[src/rtl/wb_result_select_if.sv]
// wb_result_select_if
// Bundles the upstream (execute/memory -> selector) and downstream
// (selector -> register file) signals of the writeback result selector.
//   Upstream:   in_valid, in_ready, src_data, result_src, load_fmt,
//               byte_off, rd_in, we_in
//   Downstream: out_valid, out_ready, result, rd_out, we_out, err
// Handshake rule on both sides: a beat transfers on a rising clock edge
// where valid and ready are both high. The sender holds its valid and
// payload stable until that edge. Ready never depends combinationally on
// the valid it is paired with.
// modport slave  : the selector itself.
// modport master : the environment (stage pipeline and register file).
interface wb_result_select_if #(
   parameter int WIDTH = 32,
   parameter int NSRC  = 5
);
   localparam int SELW = (NSRC > 1) ? $clog2(NSRC) : 1;

   logic                    in_valid;
   logic                    in_ready;
   logic [NSRC*WIDTH-1:0]   src_data;
   logic [SELW-1:0]         result_src;
   logic [2:0]              load_fmt;
   logic [1:0]              byte_off;
   logic [4:0]              rd_in;
   logic                    we_in;
   logic                    out_valid;
   logic                    out_ready;
   logic [WIDTH-1:0]        result;
   logic [4:0]              rd_out;
   logic                    we_out;
   logic                    err;

   modport slave (
      input  in_valid, src_data, result_src, load_fmt, byte_off, rd_in, we_in,
      input  out_ready,
      output in_ready, out_valid, result, rd_out, we_out, err
   );

   modport master (
      output in_valid, src_data, result_src, load_fmt, byte_off, rd_in, we_in,
      output out_ready,
      input  in_ready, out_valid, result, rd_out, we_out, err
   );
endinterface

[src/rtl/wb_result_select.sv]
// wb_result_select
// N-source registered writeback result selector. Picks one of NSRC
// sources, applies RISC-V load byte/halfword extraction with sign/zero
// extension to the LOAD_SRC source, flags illegal selects/formats/
// misalignment, qualifies the write enable, and queues the formatted
// entry in a 2-entry FIFO toward the register file write port.
// Ports:
//   clk    - clock, rising edge
//   rst_n  - asynchronous active-low reset
//   bus    - wb_result_select_if.slave (upstream + downstream handshakes)
module wb_result_select #(
   parameter int WIDTH    = 32,
   parameter int NSRC     = 5,
   parameter int LOAD_SRC = 1
) (
   input  logic                clk,
   input  logic                rst_n,
   wb_result_select_if.slave   bus
);
   typedef struct packed {
      logic [WIDTH-1:0] result;
      logic [4:0]       rd;
      logic             we;
      logic             err;
   } entry_t;

   // Formatting of the incoming entry
   logic [WIDTH-1:0] sel_word;
   logic [31:0]      load_word;
   logic [7:0]       byte_v;
   logic [15:0]      half_v;
   logic [WIDTH-1:0] fmt_val;
   logic             fmt_err;
   entry_t           new_entry;

   always_comb begin
      sel_word  = '0;
      load_word = bus.src_data[LOAD_SRC*WIDTH +: 32];
      fmt_val   = '0;
      fmt_err   = 1'b0;
      for (int i = 0; i < NSRC; i++) begin
         if (int'(bus.result_src) == i) sel_word = bus.src_data[i*WIDTH +: WIDTH];
      end
      case (bus.byte_off)
         2'd0:    byte_v = load_word[7:0];
         2'd1:    byte_v = load_word[15:8];
         2'd2:    byte_v = load_word[23:16];
         default: byte_v = load_word[31:24];
      endcase
      half_v = bus.byte_off[1] ? load_word[31:16] : load_word[15:0];

      if (int'(bus.result_src) >= NSRC) begin
         fmt_err = 1'b1;
      end else if (int'(bus.result_src) == LOAD_SRC) begin
         case (bus.load_fmt)
            3'b000: fmt_val = WIDTH'($signed(byte_v));
            3'b100: fmt_val = WIDTH'(byte_v);
            3'b001: if (bus.byte_off[0]) fmt_err = 1'b1;
                    else fmt_val = WIDTH'($signed(half_v));
            3'b101: if (bus.byte_off[0]) fmt_err = 1'b1;
                    else fmt_val = WIDTH'(half_v);
            3'b010: if (bus.byte_off != 2'd0) fmt_err = 1'b1;
                    else fmt_val = WIDTH'(load_word);
            default: fmt_err = 1'b1;
         endcase
      end else begin
         fmt_val = sel_word;
      end

      new_entry.result = fmt_val;
      new_entry.rd     = bus.rd_in;
      // x0 writes are dropped even when the entry is otherwise legal
      new_entry.we     = bus.we_in & (bus.rd_in != 5'd0) & ~fmt_err;
      new_entry.err    = fmt_err;
   end

   // 2-entry FIFO
   entry_t     mem_q [2];
   entry_t     last_q;          // last popped entry, shown while empty
   logic       head_q, head_d;
   logic       tail_q, tail_d;
   logic [1:0] count_q, count_d;
   logic       push, pop;
   entry_t     head_entry;

   assign bus.in_ready  = (count_q != 2'd2);
   assign bus.out_valid = (count_q != 2'd0);
   assign push = bus.in_valid & bus.in_ready;
   assign pop  = bus.out_valid & bus.out_ready;

   always_comb begin
      head_d  = head_q;
      tail_d  = tail_q;
      count_d = count_q;
      if (push) tail_d = ~tail_q;
      if (pop)  head_d = ~head_q;
      if (push && !pop)      count_d = count_q + 2'd1;
      else if (pop && !push) count_d = count_q - 2'd1;
   end

   always_ff @(posedge clk or negedge rst_n) begin
      if (!rst_n) begin
         head_q  <= 1'b0;
         tail_q  <= 1'b0;
         count_q <= 2'd0;
         last_q  <= '0;
         for (int i = 0; i < 2; i++) mem_q[i] <= '0;
      end else begin
         head_q  <= head_d;
         tail_q  <= tail_d;
         count_q <= count_d;
         if (push) mem_q[tail_q] <= new_entry;
         if (pop)  last_q <= mem_q[head_q];
      end
   end

   assign head_entry  = bus.out_valid ? mem_q[head_q] : last_q;
   assign bus.result  = head_entry.result;
   assign bus.rd_out  = head_entry.rd;
   assign bus.we_out  = head_entry.we;
   assign bus.err     = head_entry.err;
endmodule
[src/flat_wrapper.sv]
// flat-port wrapper written by rule: the top's interface ports become plain ports
module wb_result_select_flat 
#(
   parameter int WIDTH    = 32,
   parameter int NSRC     = 5,
   parameter int LOAD_SRC = 1
)
  (clk, rst_n, bus_in_valid, bus_src_data, bus_result_src, bus_load_fmt, bus_byte_off, bus_rd_in, bus_we_in, bus_out_ready, bus_in_ready, bus_out_valid, bus_result, bus_rd_out, bus_we_out, bus_err);
  wb_result_select_if #(.WIDTH(WIDTH), .NSRC(NSRC)) bus_i ();
  input  logic clk;
  input  logic rst_n;
  input wire logic [$bits(bus_i.in_valid)-1:0] bus_in_valid;
  input wire logic [$bits(bus_i.src_data)-1:0] bus_src_data;
  input wire logic [$bits(bus_i.result_src)-1:0] bus_result_src;
  input wire logic [$bits(bus_i.load_fmt)-1:0] bus_load_fmt;
  input wire logic [$bits(bus_i.byte_off)-1:0] bus_byte_off;
  input wire logic [$bits(bus_i.rd_in)-1:0] bus_rd_in;
  input wire logic [$bits(bus_i.we_in)-1:0] bus_we_in;
  input wire logic [$bits(bus_i.out_ready)-1:0] bus_out_ready;
  output wire logic [$bits(bus_i.in_ready)-1:0] bus_in_ready;
  output wire logic [$bits(bus_i.out_valid)-1:0] bus_out_valid;
  output wire logic [$bits(bus_i.result)-1:0] bus_result;
  output wire logic [$bits(bus_i.rd_out)-1:0] bus_rd_out;
  output wire logic [$bits(bus_i.we_out)-1:0] bus_we_out;
  output wire logic [$bits(bus_i.err)-1:0] bus_err;
  assign bus_i.in_valid = bus_in_valid;
  assign bus_i.src_data = bus_src_data;
  assign bus_i.result_src = bus_result_src;
  assign bus_i.load_fmt = bus_load_fmt;
  assign bus_i.byte_off = bus_byte_off;
  assign bus_i.rd_in = bus_rd_in;
  assign bus_i.we_in = bus_we_in;
  assign bus_i.out_ready = bus_out_ready;
  assign bus_in_ready = bus_i.in_ready;
  assign bus_out_valid = bus_i.out_valid;
  assign bus_result = bus_i.result;
  assign bus_rd_out = bus_i.rd_out;
  assign bus_we_out = bus_i.we_out;
  assign bus_err = bus_i.err;
  wb_result_select #(.WIDTH(WIDTH), .NSRC(NSRC), .LOAD_SRC(LOAD_SRC)) u_core (.clk(clk), .rst_n(rst_n), .bus(bus_i));
endmodule
[config.mk]
export PLATFORM = sky130hd
export DESIGN_NAME = wb_result_select_flat
export DESIGN_NICKNAME = d
export VERILOG_FILES = /design/src/rtl/wb_result_select_if.sv /design/src/rtl/wb_result_select.sv /design/src/flat_wrapper.sv
export SDC_FILE = /design/constraint.sdc
export NUM_CORES = 1
export LEC_CHECK = 0
export CAP_MARGIN = 20
export CORE_ASPECT_RATIO = 0.7
export CORE_MARGIN = 3
export CORE_UTILIZATION = 40
export CTS_BUF_LIST = sky130_fd_sc_hd__clkbuf_8
export DETAILED_ROUTE_END_ITERATION = 10
export GPL_TIMING_DRIVEN = 0
export PLACE_DENSITY = 0.69
export SYNTH_ARGS = -nofsm -noshare
export SYNTH_HDL_FRONTEND = slang
export SYNTH_SLANG_ARGS = --single-unit
[constraint.sdc]
create_clock -name clk -period 4.44 [get_ports clk]
set_input_delay 1.332 -clock clk [delete_from_list [all_inputs] [get_ports clk]]
set_output_delay 1.332 -clock clk [all_outputs]
set_load 0.02 [all_outputs]
==> results of run 1 <==
## logic make-up after synthesis
group                    count (synthesis)  share of synthesized area, %
AND/OR/NAND/NOR                        263                          15.4
AO/OA/AOI/OAI                          295                          28.6
XOR/XNOR                                 5                         0.582
buffers and inverters                   89                          5.22
multiplexers                            74                          9.84
flip-flops                             121                          40.2
adder cells (fa/ha/maj)                  1                         0.166
## how the worst min path moves through the flow
stage	startpoint	to	slack, ps
after CTS	u_core.mem_q[4]$_DFFE_PN0P_	u_core.mem_q[4]$_DFFE_PN0P_	480
after floorplan	u_core.mem_q[41]$_DFFE_PN0P_	u_core.mem_q[41]$_DFFE_PN0P_	440
after global placement	u_core.mem_q[4]$_DFFE_PN0P_	u_core.mem_q[4]$_DFFE_PN0P_	460
final	u_core.mem_q[59]$_DFFE_PN0P_	u_core.mem_q[59]$_DFFE_PN0P_	480
after global routing	u_core.mem_q[42]$_DFFE_PN0P_	u_core.mem_q[42]$_DFFE_PN0P_	490
after detailed placement	u_core.mem_q[4]$_DFFE_PN0P_	u_core.mem_q[4]$_DFFE_PN0P_	460
## state kept, by name (all words and copies together) (netlist names)
name	flops
u_core.count_q	2
u_core.tail_q	1
u_core.head_q	1
u_core.last_q	39
u_core.mem_q	78
## layout make-up
| cell class | count | area [um^2] |
|---|---|---|
| plain buffers | 78 | 353 |
| clock buffers | 21 | 289 |
| clock inverters | 9 | 98.8 |
| fillers | 1656 | 7870 |
| inverters | 11 | 41.3 |
| multi-input cells | 638 | 4110 |
| flip-flops and latches | 121 | 3030 |
| well taps | 236 | 295 |
| repair buffers | 216 | 2180 |
## power breakdown
part           leakage, nW  internal [mW]  switching (mW)
Sequential            1.47           1.65           0.287
Combinational         2.72           1.57            2.11
Clock                0.201          0.546           0.422
Total                 4.40           3.77            2.82
## metrics by stage
| step | util [%] | instances | hold WS (ps) | area [um^2] |
|---|---|---|---|---|
| after global routing | 56.9 | 1330 | 495 | 10400 |
| after floorplan | - | 848 | 445 | 7530 |
| final | 56.9 | 1330 | 477 | 10400 |
| after CTS | 56.9 | 1330 | 479 | 10400 |
| after detailed placement | 54.8 | 1300 | 463 | 10000 |
| after global placement | 54.6 | 1299 | 457 | 9980 |
## layout by cell type, fill, tap and decap left out, types with 3 or more instances in the layout
cell type	n
nand2b_1	4
o221ai_1	7
clkdlybuf4s50_1	214
o31ai_1	34
mux2i_1	74
a21o_1	14
o21ai_0	45
clkbuf_2	3
a2111oi_0	6
a22o_1	7
nand2_2	3
nor2_1	79
o211ai_1	7
buf_1	12
buf_6	5
clkbuf_1	42
a221oi_2	18
a21bo_2	7
a221oi_1	21
inv_1	12
buf_2	15
o211a_1	7
and2_1	11
nand2_1	116
a211oi_1	31
a21oi_1	83
clkbuf_8	21
dfrtp_1	121
clkinv_2	4
nor3_1	31
xor2_1	3
## critical path, cell delays in order, from the launching register on
cell and delay [ps]:
dfrtp_1 330, clkbuf_1 150, buf_1 680, mux2i_1 340, a21oi_1 280, clkdlybuf4s50_1 640
## Yosys cell counts (3+ instances only)
cell	number	area share (%)
o21ai_0	45	3.0
a211oi_1	31	3.1
a21o_1	14	1.4
a21oi_1	83	5.5
nand2b_1	4	0.33
o221ai_1	7	0.81
a2111oi_0	6	0.70
inv_1	11	0.55
a221oi_2	18	3.6
a22o_1	7	0.81
clkbuf_1	43	2.1
o211ai_1	7	0.70
and2_1	11	0.91
mux2i_1	74	9.8
nor2_1	79	3.9
xor2_1	3	0.35
buf_6	4	0.60
o211a_1	7	0.93
o31ai_1	34	3.4
a21bo_2	7	0.93
nor3_1	31	2.1
dfrtp_1	121	40
nand2_1	116	5.8
a221oi_1	21	2.4
buf_1	12	0.60
buf_2	15	1.0
nand2_2	3	0.25
## per-layer routing
layer,GRT usage [%],routed length [um]
met5,0,0
met4,7.95,691
met3,7.58,2560
met2,37.8,11700
met1,40.3,12900
==> flow_summary.yaml, run 1 <==
status:
  status: "finished, final reports clean"
route:
  drtIter0Drc: 866
  vias_per_cell: 5.72
  vias: 7609
  drt_pass1_iterations: 5
  drc: 0
  wire_per_inst_um: 21.0
  ant_nets: 0
  drt_wl_total_um: 27900
timing:
  clock.fmax_mhz: 239
  setup_viol: 0
  fin_skew_ps: 13.3
  setup_ws_ps: 252
  period_needed_ps: 4190
  maxSlewViolCount: 0
  hold_viol: 0
  slew-limit-headroom_pct: 40.7
  fin_crit_sh_pct: 94.3
  rsz0062_at_grt: "no"
  fin_setup_tns_ps: 0
  tightest_slew_ps: 879
power:
  power.density_nw_per_um2: 634
  power.leakage_nw: 4.40
  power_mw: 6.59
  ir_worst_vdd_uv: 258
grt:
  grt_pass1_wl_um: 42300
  grt_max_degree: 97
  grt_remaining_overflow: 0
  antenna_found_initial: 0
  grt_pass1_vias: 7382
  grt_use_total_pct: 27.0
critical_path:
  critPathKind: "register to primary output"
  crit_required_ps: 3110
  cp-start-kind: "register"
  arrival_ps: 2860
  critPathMaxFanout: 10
  r2r-end: "u_core.mem_q[37]$_DFFE_PN0P_"
  r2r-start: "u_core.count_q[0]$_DFFE_PN0P_"
  r2r_slack_ps: 2040
  critPathCapture: "bus_result[0]"
  cp-startpoint: "u_core.head_q$_DFFE_PN0P_"
  reg2reg_depth: 6
  cp-end-kind: "primary output"
floorplan:
  rows: 41
  die-area_um2: 20500
  die-width_um: 170
  boundaryPins: 219
  dieHeight_um: 121
  initial_core_util_pct: 41.2
  core-area_um2: 18300
clock_tree:
  cts_made_buffers: 17
  clk_path_buf_depth: 2
  clock-root-buffer: "clkbuf_8"
  cts_resized: 0
  htree_levels: 4
  clkTransAtPathRegs_ps: 60
  ctsHoldBuffers: 0
  cts_setup_buffers: 0
  clkSinkCount: 121
  cts_tree: "built"
  clk-insertion-delay-late_ps: 430
synthesis:
  yosysSeqAreaShare_pct: 40.2
  synth_edf_count: 0
  synth_top_flop_cell: "dfrtp_1"
  ys_seq_elements: 121
  synthCells: 848
  synth-async-reset-ratio_pct: 100
  ys_warn_count: 0
  synth.avg_cell_area_um2: 8.88
  synthesis.area_um2: 7530
  syn_nets: 1027
  synth.distinct_cells: 53
place:
  hpwl_um: 22300
  gp_congestion: 0.935
  port_buffers: 215
  pre_cts_slack_ps: 650
final_layout:
  nets: 1262
  drive_above_1_share_pct: 8.41
  diodes: 0
  syn2layout_area_growth_pct: 38.0
hold_path:
  hold_class: "register to register"
  hold_depth: 2
run:
  maxCapViolCount: 0
Power figures use the tool's default switching activity.
==> run 2, diff against run 1 <==
--- a/config.mk
+++ b/config.mk
@@ -7,7 +7,7 @@
 export LEC_CHECK = 0
 export CAP_MARGIN = 20
 export CORE_ASPECT_RATIO = 0.7
-export CORE_MARGIN = 3
+export CORE_MARGIN = 1
 export CORE_UTILIZATION = 40
 export CTS_BUF_LIST = sky130_fd_sc_hd__clkbuf_8
 export DETAILED_ROUTE_END_ITERATION = 10
==> constraint.sdc (replaced) <==
create_clock -name clk -period 4.44 [get_ports clk]
set_input_delay 1.11 -clock clk [delete_from_list [all_inputs] [get_ports clk]]
set_output_delay 1.11 -clock clk [all_outputs]
set_load 0.02 [all_outputs]
==> flow_summary.yaml, run 2 (same netlist as run 1, synthesis figures left out) <==
critical_path:
  cp_num_buf_inv: 4
  cp_top_family: "buffers and inverters"
  critPathKind: "register to primary output"
  arrival_ps: 2930
  cp_slowest_cell: "clkdlybuf4s50_1"
  worstPathCellList: "or2_2 > clkbuf_1 > clkbuf_1 > buf_1 > a21oi_1 > clkdlybuf4s50_1"
  cp-end-kind: "primary output"
  critical_path.max_stage_delay_ps: 580
  cpMostUsedCell: "clkbuf_1"
  critPathMaxFanout: 10
  cp-start-kind: "register"
  crit_required_ps: 3330
final_layout:
  final_cell_mix: "clkdlybuf4s50_1, dfrtp_1, nand2_1"
  multi_input_area_um2: 4110
  drive_above_1_share_pct: 8.32
  syn2layout_area_growth_pct: 37.7
  fillers: 1657
  nets: 1262
  seqCellArea_um2: 3030
  finalInstanceArea_um2: 10400
  reg_top3: "u_core.mem_q (78), u_core.last_q (39), u_core.count_q (2)"
  largest_reg_flops: 78
  layout_commonest_cell: "clkdlybuf4s50_1"
  top_register: "u_core.mem_q"
floorplan:
  core-area_um2: 18200
  die-width_um: 166
  dieHeight_um: 117
  initial_core_util_pct: 41.4
  boundaryPins: 219
  rows: 41
  die-area_um2: 19400
status:
  violations: "DRC"
  status: "complete, but fails checks"
timing:
  hold_viol: 0
  setup_viol: 0
  clock.fmax_mhz: 248
  rsz0062_at_grt: "no"
  setup_ws_ps: 401
  maxSlewViolCount: 0
  period_needed_ps: 4040
  fin_skew_ps: 9.84
  fin_setup_tns_ps: 0
  tightest_slew_ps: 894
  slew-limit-headroom_pct: 40.4
  fin_crit_sh_pct: 91.0
route:
  wire_per_inst_um: 20.6
  drt_wl_total_um: 27400
  drtIter0Drc: 785
  drt_pass1_iterations: 8
  drc: 12
  vias_per_cell: 5.73
  ant_nets: 0
  vias: 7622
clock_tree:
  clkSinkCount: 121
  ctsHoldBuffers: 0
  clk_path_buf_depth: 2
  clk-insertion-delay-late_ps: 440
  clock-root-buffer: "clkbuf_8"
  cts_setup_buffers: 0
  cts_resized: 0
  htree_levels: 4
  cts_tree: "built"
  cts_made_buffers: 17
  clkTransAtPathRegs_ps: 70
hold_path:
  hold_class: "register to register"
run:
  maxCapViolCount: 0
grt:
  grt_pass1_vias: 7248
  use_met3_pct: 6.19
  met1_usage_pct: 40.4
  grt-busiest-layer: "met2"
  grt_remaining_overflow: 0
  grt_max_degree: 69
  met2_usage_pct: 41.7
  grt_use_total_pct: 28.1
  grt_pass1_wl_um: 40900
  antenna_found_initial: 0
power:
  power.leakage_nw: 4.39
  power.density_nw_per_um2: 631
  ir_worst_vdd_uv: 257
place:
  port_buffers: 215
  gp_congestion: 0.899
  pre_cts_slack_ps: 881
  dpl-instance-area_um2: 10000
  hpwl_um: 21600
run 2: metrics by stage:
stage / hold WS [ps] / power [mW] / util, % / cells
floorplan: 445 / 4.06 / - / 848
global placement: 459 / 5.55 / 54.8 / 1299
detailed placement: 462 / 5.60 / 55.0 / 1300
CTS: 479 / 6.53 / 56.9 / 1330
global route: 486 / 6.96 / 56.9 / 1330
finish: 479 / 6.55 / 57.0 / 1331
run 2: power by group:
part	leakage, nW	total [mW]	internal [mW]	switching (mW)
logic	2.72	3.69	1.57	2.11
registers	1.47	1.95	1.65	0.296
clock network	0.194	0.912	0.488	0.424
total	4.39	6.55	3.71	2.84
run 2: cell type report:
| class | instances | share of cell area, % |
|---|---|---|
| clock inverter | 9 | 0.724 |
| buffer | 78 | 3.39 |
| multi-input combinational | 638 | 39.6 |
| timing repair buffer | 216 | 21.0 |
| clock buffer | 21 | 2.79 |
| tap | 236 | 2.85 |
| inverter | 11 | 0.398 |
| antenna | 1 | 0.0241 |
| sequential | 121 | 29.2 |
run 2: metal layers:
layer / wire, um / vias up
met5: 0 / -
met4: 614 / 0
met3: 2040 / 36
li1: - / 3597
met2: 11800 / 356
met1: 12900 / 3633
run 2: final timing paths:
check                                              start                      endpoint  slack [ps]  cells after the start
max                        u_core.count_q[0]$_DFFE_PN0P_                bus_result[14]         400                      6
min                         u_core.mem_q[22]$_DFFE_PN0P_  u_core.mem_q[22]$_DFFE_PN0P_         480                      2
max reg2reg                u_core.count_q[0]$_DFFE_PN0P_  u_core.mem_q[37]$_DFFE_PN0P_        2050                      6
min reg2reg                 u_core.mem_q[22]$_DFFE_PN0P_  u_core.mem_q[22]$_DFFE_PN0P_         480                      2
max in group asynchronous                          rst_n  u_core.mem_q[31]$_DFFE_PN0P_        3130                      2
min in group asynchronous                          rst_n  u_core.last_q[0]$_DFFE_PN0P_         610                      1
run 2: tightest hold or removal path, cell delays in order, from the launching register on:
cell,delay [ps]
dfrtp_1,340
nand2_1,50
o31ai_1,50
